File: src/rtl/draw_buttons.sv
// Overlays the PLAY, MULTI and MENU button boxes on the background pixel stream.
// Also latches mouse hover once per frame and emits one-cycle click pulses.
module draw_buttons #(
  parameter int PLAY_X       = 432,
  parameter int PLAY_Y       = 400,
  parameter int MULTI_X      = 432,
  parameter int MULTI_Y      = 540,
  parameter int MENU_X       = 432,
  parameter int MENU_Y       = 520,
  parameter int BOX_W        = 128,
  parameter int BOX_H        = 80,
  parameter int BORDER       = 4,
  parameter int BLINK_FRAMES = 30
) (
  input  logic        pclk,
  input  logic        rst,
  input  logic [11:0] hcount_in,
  input  logic [11:0] vcount_in,
  input  logic        hsync_in,
  input  logic        vsync_in,
  input  logic        hblnk_in,
  input  logic        vblnk_in,
  input  logic [11:0] rgb_in,
  input  logic        display_buttons_m_and_s,
  input  logic        display_menu_button,
  input  logic [11:0] xpos,
  input  logic [11:0] ypos,
  input  logic        mouse_left,
  output logic [11:0] hcount_out,
  output logic [11:0] vcount_out,
  output logic        hsync_out,
  output logic        vsync_out,
  output logic        hblnk_out,
  output logic        vblnk_out,
  output logic [11:0] rgb_out,
  output logic        play_click,
  output logic        multi_click,
  output logic        menu_click
);

  localparam logic [11:0] PX = 12'(PLAY_X);
  localparam logic [11:0] PY = 12'(PLAY_Y);
  localparam logic [11:0] SX = 12'(MULTI_X);
  localparam logic [11:0] SY = 12'(MULTI_Y);
  localparam logic [11:0] MX = 12'(MENU_X);
  localparam logic [11:0] MY = 12'(MENU_Y);
  localparam logic [11:0] W  = 12'(BOX_W);
  localparam logic [11:0] H  = 12'(BOX_H);
  localparam logic [11:0] B  = 12'(BORDER);
  localparam int          CW = (BLINK_FRAMES > 1) ? $clog2(BLINK_FRAMES) : 1;
  localparam logic [CW-1:0] LAST_FRAME = CW'(BLINK_FRAMES - 1);

  function automatic logic in_box(input logic [11:0] x, input logic [11:0] y,
                                  input logic [11:0] bx, input logic [11:0] by);
    return (x >= bx) && (x < bx + W) && (y >= by) && (y < by + H);
  endfunction

  function automatic logic in_border(input logic [11:0] x, input logic [11:0] y,
                                     input logic [11:0] bx, input logic [11:0] by);
    return in_box(x, y, bx, by) &&
           ((x < bx + B) || (x >= bx + W - B) || (y < by + B) || (y >= by + H - B));
  endfunction

  logic        vis_ms;
  logic        vsync_d;
  logic        mouse_left_d;
  logic        vsync_rise;
  logic        press;
  logic        hit_play;
  logic        hit_multi;
  logic        hit_menu;
  logic        border_hit;
  logic        hover_play;
  logic        hover_multi;
  logic        hover_menu;
  logic [CW-1:0] frame_cnt;
  logic        blink_phase;

  logic [11:0] hcount_s1;
  logic [11:0] vcount_s1;
  logic        hsync_s1;
  logic        vsync_s1;
  logic        hblnk_s1;
  logic        vblnk_s1;
  logic [11:0] rgb_s1;
  logic        border_s1;
  logic        fill_play_s1;
  logic        fill_multi_s1;
  logic        fill_menu_s1;
  logic [11:0] rgb_next;

  // MENU takes precedence, so PLAY/MULTI are hidden whenever it is shown.
  assign vis_ms     = display_buttons_m_and_s && !display_menu_button;
  assign vsync_rise = vsync_in && !vsync_d;
  assign press      = mouse_left && !mouse_left_d;
  assign hit_play   = vis_ms && in_box(xpos, ypos, PX, PY);
  assign hit_multi  = vis_ms && in_box(xpos, ypos, SX, SY) && !hit_play;
  assign hit_menu   = display_menu_button && in_box(xpos, ypos, MX, MY);
  assign border_hit = (vis_ms && (in_border(hcount_in, vcount_in, PX, PY) ||
                                  in_border(hcount_in, vcount_in, SX, SY))) ||
                      (display_menu_button && in_border(hcount_in, vcount_in, MX, MY));

  always_ff @(posedge pclk) begin
    if (rst) begin
      hcount_s1     <= '0;
      vcount_s1     <= '0;
      hsync_s1      <= 1'b0;
      vsync_s1      <= 1'b0;
      hblnk_s1      <= 1'b0;
      vblnk_s1      <= 1'b0;
      rgb_s1        <= '0;
      border_s1     <= 1'b0;
      fill_play_s1  <= 1'b0;
      fill_multi_s1 <= 1'b0;
      fill_menu_s1  <= 1'b0;
    end else begin
      hcount_s1     <= hcount_in;
      vcount_s1     <= vcount_in;
      hsync_s1      <= hsync_in;
      vsync_s1      <= vsync_in;
      hblnk_s1      <= hblnk_in;
      vblnk_s1      <= vblnk_in;
      rgb_s1        <= rgb_in;
      border_s1     <= border_hit;
      fill_play_s1  <= vis_ms && in_box(hcount_in, vcount_in, PX, PY);
      fill_multi_s1 <= vis_ms && in_box(hcount_in, vcount_in, SX, SY);
      fill_menu_s1  <= display_menu_button && in_box(hcount_in, vcount_in, MX, MY);
    end
  end

  always_comb begin
    rgb_next = rgb_s1;
    if (hblnk_s1 || vblnk_s1)
      rgb_next = 12'h000;
    else if (border_s1)
      rgb_next = 12'hfff;
    else if (fill_play_s1)
      rgb_next = hover_play ? 12'h0f0 : 12'h444;
    else if (fill_multi_s1)
      rgb_next = hover_multi ? 12'h0f0 : 12'h444;
    else if (fill_menu_s1)
      rgb_next = hover_menu ? 12'h0f0 : (blink_phase ? 12'h00f : 12'h444);
  end

  always_ff @(posedge pclk) begin
    if (rst) begin
      hcount_out <= '0;
      vcount_out <= '0;
      hsync_out  <= 1'b0;
      vsync_out  <= 1'b0;
      hblnk_out  <= 1'b0;
      vblnk_out  <= 1'b0;
      rgb_out    <= '0;
    end else begin
      hcount_out <= hcount_s1;
      vcount_out <= vcount_s1;
      hsync_out  <= hsync_s1;
      vsync_out  <= vsync_s1;
      hblnk_out  <= hblnk_s1;
      vblnk_out  <= vblnk_s1;
      rgb_out    <= rgb_next;
    end
  end

  // Edge registers track their inputs during reset so a level already high at release is not an edge.
  always_ff @(posedge pclk) begin
    vsync_d      <= vsync_in;
    mouse_left_d <= mouse_left;
    if (rst) begin
      hover_play  <= 1'b0;
      hover_multi <= 1'b0;
      hover_menu  <= 1'b0;
      frame_cnt   <= '0;
      blink_phase <= 1'b0;
      play_click  <= 1'b0;
      multi_click <= 1'b0;
      menu_click  <= 1'b0;
    end else begin
      if (vsync_rise) begin
        hover_play  <= in_box(xpos, ypos, PX, PY);
        hover_multi <= in_box(xpos, ypos, SX, SY);
        hover_menu  <= in_box(xpos, ypos, MX, MY);
      end
      if (!display_menu_button) begin
        frame_cnt   <= '0;
        blink_phase <= 1'b0;
      end else if (vsync_rise) begin
        if (frame_cnt == LAST_FRAME) begin
          frame_cnt   <= '0;
          blink_phase <= ~blink_phase;
        end else begin
          frame_cnt <= frame_cnt + CW'(1);
        end
      end
      play_click  <= press && hit_play;
      multi_click <= press && hit_multi;
      menu_click  <= press && hit_menu;
    end
  end

endmodule

File: config.mk
export PLATFORM = sky130hd
export DESIGN_NAME = draw_buttons
export DESIGN_NICKNAME = d
export VERILOG_FILES = /design/src/rtl/draw_buttons.sv
export SDC_FILE = /design/constraint.sdc
export NUM_CORES = 1
export LEC_CHECK = 0
export BUFFER_PORTS_ARGS = -buffer_cell sky130_fd_sc_hd__buf_2
export CAP_MARGIN = 20
export CORE_AREA = 8 8 92 94
export DETAILED_ROUTE_END_ITERATION = 8
export DIE_AREA = 0 0 100 102
export PLACE_DENSITY = 0.72
export SLEW_MARGIN = 20
export SYNTH_ARGS = -nofsm -noshare
export SYNTH_HDL_FRONTEND = slang
export SYNTH_SLANG_ARGS = --single-unit
File: constraint.sdc
create_clock -name pclk -period 1.85 [get_ports pclk]
set_input_delay 0.37 -clock pclk [delete_from_list [all_inputs] [get_ports pclk]]
set_output_delay 0.37 -clock pclk [all_outputs]
set_load 0.01 [all_outputs]
; ---- After elaboration in Yosys (flattened, before gate mapping)
; Index checks and enable logic that the tools add are counted.
[op_classes]
addsub = 1
multipliers = 0
n_div = 0
order_cmp = 24
n_eq_ne = 1
shift = 0
mux = 9
bitwise_logic = 2
reduce_logical = 49
[op_table]
columns = op, n
row1 = 12-bit by 10-bit less-than comparator with 1-bit output (second input constant), 8
row2 = 12-bit by 10-bit greater-or-equal comparator with 1-bit output (second input constant), 7
row3 = 12-bit by 9-bit greater-or-equal comparator with 1-bit output (second input constant), 5
row4 = 12-bit by 9-bit less-than comparator with 1-bit output (second input constant), 4
row5 = 12-bit two-way mux, 4
row6 = 11-bit two-way mux, 4
row7 = 1-bit logical AND, 32
row8 = 1-bit logical OR, 10
row9 = 5-bit by 1-bit adder with 5-bit output (second input constant), 1
row10 = 5-bit equality test (second input constant), 1
row11 = 5-bit two-way mux, 1
row12 = 1-bit zero test, 4
row13 = 2-bit OR reduction, 2
row14 = 1-bit NOT, 2
row15 = 2-bit AND reduction, 1
[word_totals]
regBits = 98
latchBits = 0
ram_bits = 0
romBits = 0
inputBits = 69
output_inout_bits = 43
wordCells = 114
mem_count = 0

; ---- Depth between registers and ports, before layout
; Gate-level depths: netlist of run 1.
[logic_depth]
word_depth = 8
ltp_mapped = 7

; ---- Least setup slack after synthesis of run 1
; Ideal clock, no wire load.
[synth_timing]
path_kind = input port to flip-flop
from = in vcount_in[8]
to = reg border_s1
t_arrival_ns = 1.577
required_ns = 1.728
setup_slack_ns = 0.151
cell_stages = 6
path_buffers = 0
cell_sequence = nor4_4 nand2_1 or3_1 o21ai_1 a21oi_1 a311o_1
[synth_via]
elab_chain_len = 7
word_cells_on_any_way = 31
[synth_rtl]
columns = item, line_no
row1 = "start, declared", 18  ; input logic [11:0] vcount_in,
row2 = "12-bit by 9-bit greater-or-equal comparator with 1-bit output, or another cell as far along", 55  ; return (x >= bx) && (x < bx + W) && (y >= by) && (y < by + H);
row3 = 1-bit logical AND / 1-bit logical OR (equally long branches) (2 in a row), "55, 61"
row4 = 1-bit logical AND, 60  ; return in_box(x, y, bx, by) &&
row5 = 1-bit logical OR, 99  ; assign border_hit = (vis_ms && (in_border(hcount_in, vcount_in, PX, PY) ||
row6 = 1-bit logical AND, 99
row7 = 1-bit logical OR (*), 100  ; in_border(hcount_in, vcount_in, SX, SY))) ||
row8 = "end signal, assigned", 124  ; border_s1 <= border_hit;
row9 = "end, declared", 86  ; logic border_s1;
; Mark *: on every way between the ends. The rest lies on a longest branch, timed or not.
; A chain may end at the register's enable or synchronous reset.

; ---- Final worst setup path of run 1
; Same ends and word-level chain as after synthesis.

==> flow_metrics.py, run 1 <==
metrics = {
    "worst_setup_path": {
        "cpMaxStageDelayCell": "or3_1",
        "cp_data_arrival_time_ns": 1.78,
        "startpoint_type": "primary input",
        "endpoint_kind": "flop",
        "worstSetupPathType": "in -> reg",
        "cpPeakStageDelay_ns": 0.37,
        "critPathTopFamily": "simple AND/OR/NAND/NOR gates",
        "worstPathMaxFanout": 2,
        "reg2reg_to": "rgb_out[3]$_SDFF_PP0_",
        "crit_required_ns": 2.09,
        "r2r_start": "fill_menu_s1$_SDFF_PP0_",
        "cp_cell_sequence": "buf_2 -> nor4_4 -> nand2_1 -> or3_1 -> o21ai_1 -> a21oi_1 -> a311o_1",
        "reg2reg_depth": 5,
        "cp_num_buf_inv": 1,
        "crit_start": "vcount_in[8]",
        "ff2ff_setup_slack_ns": 0.50,
    },
    "clock_tree": {
        "cts_buffers": 9,
        "postCtsResizedCells": 0,
        "ctsHoldBuffers": 0,
        "cts-htree-levels": 3,
        "cts_tree": "yes",
        "post_cts_buffers": 0,
        "clockBufferDepth": 2,
        "clk_pin_slew_ns": 0.08,
        "clock-root-buffer": "clkbuf_8",
        "clock_latency_ns": 0.35,
        "numClockSinks": 98,
    },
    "route": {
        "drc": 0,
        "wl_met2_um": 3264,
        "vias": 2570,
        "drt-met1-wl_um": 2975,
        "totalWireLength_um": 6811,
        "drtAntennaViolNets": 0,
        "routed.top_layer": "met4",
        "dr.pass1.iters": 4,
        "dr.first_iter.drc_count": 101,
        "vias_per_cell": 4.647,
        "met3WireLength_um": 436,
        "routedWlPerCell_um": 12.32,
    },
    "timing": {
        "rsz0062_at_grt": "false",
        "slew_headroom_pct": 69.29,
        "setup_viol": 0,
        "fmax_ghz": 0.6463,
        "fin_crit_sh_pct": 83.64,
        "finClkSkew_ns": 0.009893,
        "slew_violations": 0,
        "worst_slew_pin_slew_ns": 0.4579,
        "fin_setup_tns_ns": 0,
        "hold_slack_ns": 0.1453,
        "period_minus_slack_ns": 1.547,
        "hold_viol": 0,
    },
    "global_routing": {
        "grt_overflow": 0,
        "grt_pass1_wl_um": 11300,
        "grt_use_total_pct": 13.85,
        "grt_pass1_vias": 2554,
        "antenna_found_initial": 0,
        "grt_max_degree": 37,
    },
    "die": {
        "die_y_um": 102,
        "start_util_pct": 46.77,
        "core_sq_um": 7059,
        "die_w_um": 100,
        "rows": 31,
        "die_area_sq_um": 10200,
        "io_pins": 112,
    },
    "final_layout": {
        "regArea_sq_um": 1962,
        "fin_cells": 553,
        "syn_to_final_growth_pct": 26.18,
        "fin_area_sq_um": 4167,
        "multi_input_area_sq_um": 1265,
        "drive_gt1_share_pct": 29.07,
        "fin_nets": 520,
        "final_util_pct": 59.02,
        "num_antenna_cells": 0,
        "fillerInstances": 661,
    },
    "min_path": {
        "min_path_cells": 1,
        "min_from": "mouse_left",
        "holdPathEnd": "mouse_left_d$_DFF_P_",
        "hp-class": "in -> reg",
    },
    "status": {
        "status": "complete, no violations",
    },
    "synth": {
        "synth_edf_count": 0,
        "yosys.area.top_type": "dfxtp_1",
        "syn-num-nets": 407,
        "synthDistinctLibCells": 35,
        "synth.top_cell.area_share_pct": 59.42,
        "synth-seq-cells": 98,
        "yosysWarnings": 0,
        "synth_ff_type": "dfxtp_1",
        "seq_area_frac_synth_pct": 59.42,
        "synthCells": 336,
        "synth_area_sq_um": 3302,
        "netlist_top_cells_area": "dfxtp_1, nor2b_1, nor2_1, a21oi_1, nand2_1",
        "synth.avg_cell_area_sq_um": 9.827,
        "async_reset_ff_share_pct": 0,
    },
    "place": {
        "gp_congestion": 0.8714,
        "placed_area_sq_um": 3974,
        "placed_cells": 537,
        "dp_hpwl_um": 5265,
        "port_buffers": 105,
    },
    "power": {
        "power_leakage_nw": 1.842,
        "vdd_drop_max_v": 0.0004578,
        "cellPowerDensity_nw_per_um2": 919.1,
    },
    "job": {
        "timing.max_cap.violations": 0,
    },
}
cell usage after synthesis (all sizes together), types with 4 or more instances:
library cell / number
dfxtp: 98
nor2b: 75
nor2: 33
a21oi: 24
nand2: 16
clkbuf: 12
o21ai: 10
nor3: 9
inv: 8
nand3: 8
a211oi: 4
nand4: 4
layout by cell type (no fill, tap or decap), types with 2 or more instances in the layout:
cell type,Yosys,layout
a211oi_1,4,4
a21oi_1,24,24
and3_1,3,3
buf_2,0,105
buf_4,0,9
clkbuf_8,0,9
clkinv_2,0,2
dfxtp_1,98,98
ha_1,2,2
inv_1,8,8
mux2_2,2,2
mux2i_1,2,2
nand2_1,16,16
nand3_1,8,8
nand3b_1,2,2
nand4_1,4,4
nor2_1,33,33
nor2b_1,75,75
nor3_1,9,9
nor4_1,2,2
o211ai_1,3,3
o21ai_0,7,7
o21ai_1,3,3
or3_1,2,2
xnor2_1,2,2
xor2_1,3,3
kinds of logic (layout without fill, tap and decap cells):
logic type,count (synthesis),in the layout,synth area share [%]
multiplexers,4,4,1.288
AND/OR/NAND/NOR,160,160,26.71
buffers and inverters,20,138,2.274
flip-flops,98,98,59.42
AO/OA/AOI/OAI,47,47,8.223
adder cells (fa/ha/maj),2,2,0.7577
XOR/XNOR,5,5,1.327
worst max path at each step:
stage | to | slack [ns] | cells after the start
2_1_floorplan | border_s1$_SDFF_PP0_ | 0.15 | 6
3_3_place_gp | border_s1$_SDFF_PP0_ | -0.04 | 7
3_5_place_dp | border_s1$_SDFF_PP0_ | -0.06 | 7
4_1_cts | border_s1$_SDFF_PP0_ | 0.33 | 7
5_1_grt | hover_menu$_SDFFE_PP0P_ | 0.17 | 7
6_report | border_s1$_SDFF_PP0_ | 0.30 | 7
flip-flops by register name, indices dropped and copies added, names as in the netlist, 5 cells and up:
register,cells
vcount_s1,12
vcount_out,12
hcount_s1,12
rgb_s1,12
hcount_out,12
rgb_out,12
frame_cnt,5
layout make-up:
| cell class | instances | area share, % |
|---|---|---|
| Multi-Input combinational cell | 218 | 30.36 |
| Inverter | 8 | 0.7207 |
| Clock inverter | 6 | 1.562 |
| Timing Repair Buffer | 114 | 14.23 |
| Clock buffer | 10 | 3.063 |
| Sequential cell | 98 | 47.09 |
| Tap cell | 99 | 2.973 |
per-layer routing:
metal  global-route usage, %  vias up
li1                        -     1333
met1                   15.21     1150
met2                   23.09       75
met3                   4.292       12
met4                   8.488        0
met5                       0        -
power breakdown:
group	total [W]	internal [W]	switching (W)
clock network	0.00132	0.000628	0.000691
registers	0.00221	0.00219	0.0000176
logic	0.000303	0.000147	0.000156
total	0.00383	0.00297	0.000865
stage by stage:
step | worst slack (ns) | total power, W
floorplan | 0.1513 | 0.002412
global route | 0.1736 | 0.004019
global placement | -0.03799 | 0.002556
detailed placement | -0.05564 | 0.002565
CTS | 0.3315 | 0.003878
finish | 0.3026 | 0.003830
Power figures use the tool's default switching activity.
==> run 2: changes to the inputs <==
==> constraint.sdc (replaced) <==
create_clock -name pclk -period 1.5 [get_ports pclk]
set_input_delay 0.3 -clock pclk [delete_from_list [all_inputs] [get_ports pclk]]
set_output_delay 0.3 -clock pclk [all_outputs]
set_load 0.01 [all_outputs]
==> flow_metrics.py, run 2 (synthesis gave the netlist of run 1 again) <==
metrics = {
    "status": {
        "status": "complete, no violations",
    },
    "timing": {
        "hold_slack_ns": 0.06443,
        "rsz0062_at_grt": "false",
        "finClkSkew_ns": 0.006317,
        "slew_violations": 0,
        "slew_headroom_pct": 69.26,
        "fmax_ghz": 0.7219,
        "period_minus_slack_ns": 1.385,
        "worst_slew_pin_slew_ns": 0.4583,
        "hold_viol": 0,
        "setup_viol": 0,
        "fin_crit_sh_pct": 92.35,
    },
    "final_layout": {
        "num_antenna_cells": 0,
        "fin_nets": 537,
        "drive_gt1_share_pct": 32.70,
        "fin_cells": 570,
        "layout_commonest_cell": "buf_2",
        "syn_to_final_growth_pct": 31.30,
        "final_cell_mix": "buf_2, dfxtp_1, nor2b_1, nor2_1, buf_4",
    },
    "power": {
        "power_leakage_nw": 1.932,
        "cellPowerDensity_nw_per_um2": 1105,
        "switchingPower_w": 0.001098,
        "intPower_w": 0.003692,
        "seqPwrFrac_pct": 56.8,
        "switching_share_pct": 22.92,
        "vdd_drop_max_v": 0.0007621,
        "clkPwrFrac_pct": 34.6,
        "p_comb_share_pct": 8.5,
    },
    "route": {
        "totalWireLength_um": 6908,
        "dr.pass1.iters": 4,
        "dr.first_iter.drc_count": 51,
        "drc": 0,
        "routedWlPerCell_um": 12.12,
        "vias": 2641,
        "drtAntennaViolNets": 0,
        "vias_per_cell": 4.633,
    },
    "global_routing": {
        "antenna_found_initial": 0,
        "grt_use_total_pct": 13.57,
        "grt_pass1_vias": 2548,
        "grt_overflow": 0,
        "grt_pass1_wl_um": 11120,
        "grt_max_degree": 56,
    },
    "clock_tree": {
        "cts-htree-levels": 3,
        "clk_pin_slew_ns": 0.09,
        "ctsHoldBuffers": 0,
        "clockBufferDepth": 2,
        "numClockSinks": 98,
        "clock-root-buffer": "clkbuf_8",
        "cts_buffers": 9,
        "cts_tree": "yes",
        "postCtsResizedCells": 0,
        "post_cts_buffers": 0,
        "clock_latency_ns": 0.34,
    },
    "die": {
        "io_pins": 112,
        "die_area_sq_um": 10200,
        "core_sq_um": 7059,
        "rows": 31,
        "die_y_um": 102,
        "start_util_pct": 46.77,
        "die_w_um": 100,
    },
    "worst_setup_path": {
        "worstPathMaxFanout": 3,
        "startpoint_type": "primary input",
        "cp_data_arrival_time_ns": 1.61,
        "crit_required_ns": 1.73,
        "endpoint_kind": "flop",
        "worstSetupPathType": "in -> reg",
    },
    "place": {
        "gp_congestion": 0.8264,
        "dp_hpwl_um": 5469,
        "placed_cells": 554,
        "port_buffers": 105,
    },
    "job": {
        "timing.max_cap.violations": 0,
    },
    "min_path": {
        "hp-class": "in -> reg",
    },
}
==> run 2: changes by cell type in the layout (fill, tap and decap cells not counted), moves of 2 or more <==
| cell | delta |
|---|---|
| a211oi_1 | -2 |
| buf_4 | +16 |
| a211oi_2 | +2 |
| clkinvlp_4 | +2 |
==> run 2: power by group through the flow <==
stage / Sequential, W / Combinational, W / Clock, W
after floorplan: 0.00280 / 0.000171 / 0
after global placement: 0.00278 / 0.000400 / 0
after detailed placement: 0.00279 / 0.000408 / 0
after CTS: 0.00272 / 0.000411 / 0.00172
after global routing: 0.00273 / 0.000456 / 0.00181
final: 0.00272 / 0.000409 / 0.00166
==> run 2: cell type report <==
cell class / count / area (sq um)
flip-flops and latches: 98 / 1962
well taps: 99 / 123.9
clock inverters: 7 / 77.57
multi-input cells: 218 / 1285
clock buffers: 9 / 123.9
fillers: 622 / 2724
inverters: 8 / 30.03
repair buffers: 131 / 733.2
==> run 2: worst max-delay path, stage by stage <==
cell	delay, ns
buf_2	0.12
nor4_4	0.28
nand2_1	0.09
or3_1	0.32
o21ai_1	0.14
a21oi_1	0.09
a311o_1	0.28
==> run 2: worst paths after layout <==
check / from / end / slack [ns] / depth (start not counted)
worst max register to register: fill_menu_s1$_SDFF_PP0_ / rgb_out[0]$_SDFF_PP0_ / 0.27 / 5
worst min register to register: vcount_s1[3]$_SDFF_PP0_ / vcount_out[3]$_SDFF_PP0_ / 0.44 / 1
worst max-delay path: vcount_in[11] / border_s1$_SDFF_PP0_ / 0.11 / 7
worst min-delay path: mouse_left / mouse_left_d$_DFF_P_ / 0.06 / 1
==> run 2: per-stage QoR <==
stage | util (%) | area (sq um) | total power (W) | TNS (ns) | setup WS [ns]
floorplan | - | 3303 | 0.002975 | -0.02931 | -0.02931
global placement | 58.28 | 4114 | 0.003183 | -1.184 | -0.2078
detailed placement | 58.28 | 4114 | 0.003193 | -1.399 | -0.2518
CTS | 61.13 | 4315 | 0.004852 | 0 | 0.1215
global route | 61.41 | 4335 | 0.004997 | 0 | 0.02872
finish | 61.41 | 4335 | 0.004790 | 0 | 0.1148
==> run 2: layer usage <==
| layer | global-route usage (%) | up-vias | routed length (um) |
|---|---|---|---|
| met5 | 0 | - | 0 |
| met4 | 4.884 | 0 | 76 |
| met3 | 5.722 | 6 | 522 |
| met2 | 23.96 | 71 | 3419 |
| met1 | 14.13 | 1194 | 2889 |
| li1 | - | 1370 | - |
